`src/rtl/tt_mux_pkg.sv`:
```
// tt_mux_pkg: shared types, iw bit positions and width helpers for the multi-project slot.
package tt_mux_pkg;
  typedef enum logic [1:0] {ST_GUARD, ST_HOLD, ST_RUN} state_t;
  localparam int IW_CLK_BIT = 0;
  localparam int IW_RSTN_BIT = 1;
  function automatic int cnt_w(input int g, input int h);
    return (g > h ? g : h) > 1 ? $clog2(g > h ? g : h) : 1;
  endfunction
  function automatic int addr_w(input int n);
    return n > 1 ? $clog2(n) : 1;
  endfunction
endpackage

```
`src/rtl/tt_mux_slot_if.sv`:
```
// tt_mux_slot_if: project-select handshake plus the resulting active/running status.
interface tt_mux_slot_if import tt_mux_pkg::*; #(
  parameter int N_PROJ = 4
);
  localparam int AW = addr_w(N_PROJ);
  logic sel_valid;
  logic sel_ready;
  logic [AW-1:0] sel_addr;
  logic [AW-1:0] active;
  logic running;
  modport master (output sel_valid, sel_addr, input sel_ready, active, running);
  modport slave (input sel_valid, sel_addr, output sel_ready, active, running);
endinterface

```
`src/rtl/tt_mux_seq.sv`:
```
// tt_mux_seq: select handshake and GUARD -> HOLD -> RUN handover sequencer.
// With TT_MUX_OUT_REG_EN defined, running rises one cycle late to match the registered ow.
module tt_mux_seq import tt_mux_pkg::*; #(
  parameter int N_PROJ = 4,
  parameter int GUARD = 2,
  parameter int RST_HOLD = 8
) (
  input logic clk,
  input logic rst_n,
  tt_mux_slot_if.slave sel,
  output state_t state
);
  localparam int AW = addr_w(N_PROJ);
  localparam int CW = cnt_w(GUARD, RST_HOLD);
  localparam state_t START = state_t'(GUARD == 0 ? ST_HOLD : ST_GUARD);
  logic [1:0] sync;
  logic [CW-1:0] cnt, cnt_nx;
  logic [AW-1:0] act, act_nx;
  state_t state_nx;
  logic go, sw, last;
  assign go = sync[1];
  always_ff @(posedge clk or negedge rst_n)
    if (!rst_n) sync <= '0;
    else sync <= {sync[0], 1'b1};
  always_ff @(posedge clk or negedge rst_n)
    if (!rst_n) begin
      state <= START;
      cnt <= '0;
      act <= '0;
    end else begin
      state <= state_nx;
      cnt <= cnt_nx;
      act <= act_nx;
    end
  // Out-of-range selects are accepted (ready stays high) but never switch.
  always_comb begin
    sw = sel.sel_valid && sel.sel_ready && 32'(sel.sel_addr) < N_PROJ;
    last = cnt == CW'(state == ST_GUARD ? GUARD - 1 : RST_HOLD - 1);
    state_nx = !go || sw ? START : state == ST_RUN || !last ? state : state == ST_GUARD ? ST_HOLD : ST_RUN;
    cnt_nx = !go || sw || last || state == ST_RUN ? '0 : cnt + 1'b1;
    act_nx = !go ? '0 : sw ? sel.sel_addr : act;
  end
  assign sel.sel_ready = state == ST_RUN;
  assign sel.active = act;
`ifdef TT_MUX_OUT_REG_EN
  logic run_q;
  always_ff @(posedge clk or negedge rst_n)
    if (!rst_n) run_q <= 1'b0;
    else run_q <= state == ST_RUN;
  assign sel.running = state == ST_RUN && run_q;
`else
  assign sel.running = state == ST_RUN;
`endif
endmodule

```
`src/rtl/tt_mux_slot.sv`:
```
// tt_mux_slot: hosts N_PROJ projects behind one iw/ow bundle with safe runtime switching.
// Optional TT_MUX_OUT_REG_EN registers ow by one flop stage.
module tt_mux_slot import tt_mux_pkg::*; #(
  parameter int N_PROJ = 4,
  parameter int IW_W = 18,
  parameter int OW_W = 24,
  parameter int GUARD = 2,
  parameter int RST_HOLD = 8
) (
  input logic clk,
  input logic rst_n,
  input logic [IW_W-1:0] iw,
  output logic [OW_W-1:0] ow,
  tt_mux_slot_if.slave sel,
  output logic [N_PROJ*IW_W-1:0] proj_iw,
  output logic [N_PROJ-1:0] proj_ena,
  input logic [N_PROJ*OW_W-1:0] proj_ow
);
  if (RST_HOLD < 1) begin : g_chk
    $fatal(1, "tt_mux_slot: RST_HOLD must be at least 1");
  end
  state_t state;
  logic [IW_W-1:0] iw_act;
  logic [OW_W-1:0] ow_mux;
  tt_mux_seq #(.N_PROJ(N_PROJ), .GUARD(GUARD), .RST_HOLD(RST_HOLD)) u_seq (
    .clk(clk),
    .rst_n(rst_n),
    .sel(sel),
    .state(state)
  );
  // Unselected slices stay zero so their clk bit is gated off.
  always_comb begin
    iw_act = iw;
    iw_act[IW_RSTN_BIT] = iw[IW_RSTN_BIT] && state != ST_HOLD;
    ow_mux = proj_ow[sel.active*OW_W +: OW_W];
    proj_iw = '0;
    proj_ena = '0;
    if (state != ST_GUARD) begin
      proj_iw[sel.active*IW_W +: IW_W] = iw_act;
      proj_ena[sel.active] = 1'b1;
    end
  end
`ifdef TT_MUX_OUT_REG_EN
  logic [OW_W-1:0] ow_q;
  always_ff @(posedge clk or negedge rst_n)
    if (!rst_n) ow_q <= '0;
    else ow_q <= state == ST_RUN ? ow_mux : '0;
  assign ow = sel.running ? ow_q : '0;
`else
  assign ow = state == ST_RUN ? ow_mux : '0;
`endif
endmodule

```
`src/flat_wrapper.sv`:
```
// flat-port wrapper written by rule: the top's interface ports become plain ports
module tt_mux_slot_flat import tt_mux_pkg::*;
#(
  parameter int N_PROJ = 4,
  parameter int IW_W = 18,
  parameter int OW_W = 24,
  parameter int GUARD = 2,
  parameter int RST_HOLD = 8
)
  (clk, rst_n, iw, ow, proj_iw, proj_ena, proj_ow, sel_sel_valid, sel_sel_addr, sel_sel_ready, sel_active, sel_running);
  tt_mux_slot_if #(.N_PROJ(N_PROJ)) sel_i ();
  input logic clk;
  input logic rst_n;
  input logic [IW_W-1:0] iw;
  output logic [OW_W-1:0] ow;
  output logic [N_PROJ*IW_W-1:0] proj_iw;
  output logic [N_PROJ-1:0] proj_ena;
  input logic [N_PROJ*OW_W-1:0] proj_ow;
  input wire logic [$bits(sel_i.sel_valid)-1:0] sel_sel_valid;
  input wire logic [$bits(sel_i.sel_addr)-1:0] sel_sel_addr;
  output wire logic [$bits(sel_i.sel_ready)-1:0] sel_sel_ready;
  output wire logic [$bits(sel_i.active)-1:0] sel_active;
  output wire logic [$bits(sel_i.running)-1:0] sel_running;
  assign sel_i.sel_valid = sel_sel_valid;
  assign sel_i.sel_addr = sel_sel_addr;
  assign sel_sel_ready = sel_i.sel_ready;
  assign sel_active = sel_i.active;
  assign sel_running = sel_i.running;
  tt_mux_slot #(.N_PROJ(N_PROJ), .IW_W(IW_W), .OW_W(OW_W), .GUARD(GUARD), .RST_HOLD(RST_HOLD)) u_core (.clk(clk), .rst_n(rst_n), .iw(iw), .ow(ow), .sel(sel_i), .proj_iw(proj_iw), .proj_ena(proj_ena), .proj_ow(proj_ow));
endmodule
```
`config.mk`:
```
export PLATFORM = sky130hd
export DESIGN_NAME = tt_mux_slot_flat
export DESIGN_NICKNAME = d
export VERILOG_FILES = /design/src/rtl/tt_mux_pkg.sv /design/src/rtl/tt_mux_slot_if.sv /design/src/rtl/tt_mux_seq.sv /design/src/rtl/tt_mux_slot.sv /design/src/flat_wrapper.sv
export SDC_FILE = /design/constraint.sdc
export NUM_CORES = 1
export LEC_CHECK = 0
export ABC_AREA = 1
export CORE_MARGIN = 4
export CORE_UTILIZATION = 30
export CTS_CLUSTER_SIZE = 25
export DETAILED_ROUTE_END_ITERATION = 6
export GPL_ROUTABILITY_DRIVEN = 0
export PLACE_DENSITY = 0.69
export SYNTH_ARGS = -nofsm -noshare
export SYNTH_HDL_FRONTEND = slang
export SYNTH_SLANG_ARGS = --single-unit
export TNS_END_PERCENT = 100
```
`constraint.sdc`:
```
create_clock -name clk -period 5.2 [get_ports clk]
set_input_delay 1.56 -clock clk [delete_from_list [all_inputs] [get_ports clk]]
set_output_delay 1.56 -clock clk [all_outputs]
set_load 0.005 [all_outputs]
```
==> results_dict.tcl <==
set metrics [dict create \
    status "finished clean" \
    drv_cap 0 \
    ant_nets 0 \
    vdd_drop_max_mv 0.0843 \
    synth_common_cells "nor2_1 (164), nand3_1 (112), nand2_1 (71)" \
    clock_sinks 9 \
    ys_top_cells_by_area "nor2_1 (20%), nand3_1 (18%), o21ai_0 (9.8%)" \
    min_from "u_core.u_seq.sync[0]" \
    fillers 1061 \
    wl_um 14100 \
    multi_input_area_um2 2490 \
    period_minus_slack_ns 5.04 \
    critPathKind "in2out" \
    numPortBuffers 222 \
    syn_area_per_cell_um2 5.18 \
    clk_pin_slew_worst_paths_ns 0.04 \
    p_per_area_nw_per_um2 156 \
    synthesis.nets 730 \
    ctsHoldBuffers 0 \
    worstSetupStartpointType "input pin" \
    die_w_um 110 \
    drt_iter0_drc 287 \
    synth_edf_count 0 \
    clockRootBuffer "clkbuf_8" \
    regArea_um2 226 \
    area_growth_pct 70.2 \
    ys.flop_type "dfrtp_1" \
    yosys.area.top_type "nor2_1" \
    synthCells 602 \
    grt_pass1_vias 4734 \
    rrSetupSlack_ns 3.40 \
    die_h_um 110 \
    fin_worst_skew_ns 0.00264 \
    finalSetupViolCount 0 \
    path_max_fanout 3 \
    critical_path_arrival_ns 3.48 \
    routedLengthMet1_um 5000 \
    top_layer "met4" \
    worst_skew_pair.late_latency_ns 0.23 \
    synthDistinctLibCells 37 \
    route.met3.wl_um 1530 \
    drc 0 \
    cts_buffers 3 \
    finalHoldViolations 0 \
    clk_path_buf_depth 2 \
    fin_nets 913 \
    netlist.area_leader.share 0.197 \
    rr_startpoint "u_core.u_seq.state[1]" \
    syn_area_um2 3120 \
    htree_levels 1 \
    drive_gt1_frac 0.0421 \
    track_usage 0.224 \
    cts_resized 0 \
    worst_pin_slew_ns 0.884 \
    via_count 4830 \
    hpwl_um 10900 \
    wl_met2_um 7140 \
    wire_per_inst_um 15.4 \
    num_rows 36 \
    grt_start_max_net_pins 91 \
    ys_ff_latch 9 \
    crit_start "iw[3]" \
    finalPower_w 0.000829 \
    worstSetupEndpointType "primary output" \
    whs_ns 0.353 \
    power_leakage_nw 2.05 \
    min_path_type "reg2reg" \
    via_per_inst 5.27 \
    antennaDiodeCount 0 \
    core_um2 9950 \
    setup_tns_ns 0 \
    synth.most_common_cell "nor2_1" \
    slew-limit-headroom 0.411 \
    seq_area_frac_synth 0.0722 \
    max_freq_mhz 198 \
    synth-async-reset-ratio 1.00 \
    pin_count 223 \
    die_area_um2 12100 \
    cts_setup_buffers 0 \
    yosys_warnings 0 \
    cts_tree "yes" \
    grt_antenna_before_repair 0 \
    start_util 0.313 \
    first_pass_iters 5 \
    crit_required_ns 3.64 \
    finalCritPeriodShare 0.970 \
    grt_setup_unrepaired "false" \
    grt_first_pass_wirelength_um 22000 \
    grt_overflow 0 \
    slew_violations 0 \
]
-- state kept, by name (all words and copies together), names as in the netlist --
| register | flops |
|---|---|
| u_core.u_seq.cnt | 3 |
| u_core.u_seq.sel.active | 2 |
| u_core.u_seq.state | 2 |
| u_core.u_seq.sync | 2 |
-- cells by family after synthesis --
| group | Yosys count | share of synthesized area |
|---|---|---|
| DFF | 9 | 0.0722 |
| and+or+nand+nor | 369 | 0.523 |
| buffers and inverters | 77 | 0.130 |
| adders and majority gates | 9 | 0.0361 |
| other | 1 | 0.00120 |
| AOI/OAI and AO/OA | 136 | 0.235 |
| xor gates and xnor gates | 1 | 0.00281 |
-- final timing paths --
check,to,cells after the start
max in group asynchronous,u_core.u_seq.sel.active[0],1
min,u_core.u_seq.sync[1],0
max reg2reg,u_core.u_seq.cnt[0],6
max,proj_iw[57],10
min reg2reg,u_core.u_seq.sync[1],0
min in group asynchronous,u_core.u_seq.cnt[0],1
-- cells in the final DEF, fill, tap and decap left out --
cell and n:
a211oi_1 6, a211oi_2 2, a21oi_1 50, a31oi_1 7, buf_4 9, clkbuf_1 1, clkbuf_8 3, clkdlybuf4s50_1 222
clkinv_1 2, conb_1 1, dfrtp_1 8, dfrtp_2 1, ha_1 9, inv_1 19, inv_2 2, inv_4 1
nand2_1 71, nand2_2 1, nand3_1 112, nand3_2 6, nand4_1 4, nand4_4 1, nor2_1 164, nor2_2 1
nor2_4 2, nor3_1 2, nor3_2 2, nor4_1 1, o21a_1 1, o21ai_0 61, o21ai_1 6, o21ai_2 2
o21bai_1 1, or2_1 2, xnor2_1 1
-- worst max-delay path, stage by stage --
cell             delay [ns]
clkdlybuf4s50_1        0.51
inv_1                  0.07
a21oi_1                0.23
nand3_1                0.14
nand2_1                0.10
inv_1                  0.05
nand2_1                0.05
o21ai_1                0.10
nor2_1                 0.13
clkdlybuf4s50_1        0.53
-- routing by layer --
layer / track usage / vias to the layer above
met2: 0.417 / 255
met5: 0 / -
li1: - / 2383
met1: 0.243 / 2158
met3: 0.0570 / 34
met4: 0.0801 / 0
-- through the flow --
stage                util  instances  worst slack [ns]  cell area [um^2]
finish              0.533        917             0.156              5310
global route        0.533        917            0.0157              5310
CTS                 0.533        917             0.173              5310
detailed placement  0.529        913             0.179              5270
global placement    0.529        913             0.201              5270
floorplan               -        602              1.41              3120
-- power breakdown --
part	switching (W)	internal, W
Sequential	0.0000138	0.0000830
Combinational	0.000377	0.000276
Clock	0.0000259	0.0000533
Total	0.000417	0.000412
-- cell type report --
cell class,count,area share
well taps,133,0.0313
flip-flops and latches,9,0.0426
repair buffers,231,0.431
clock buffers,4,0.00848
inverters,24,0.0174
multi-input cells,516,0.469
Power figures use the tool's default switching activity.
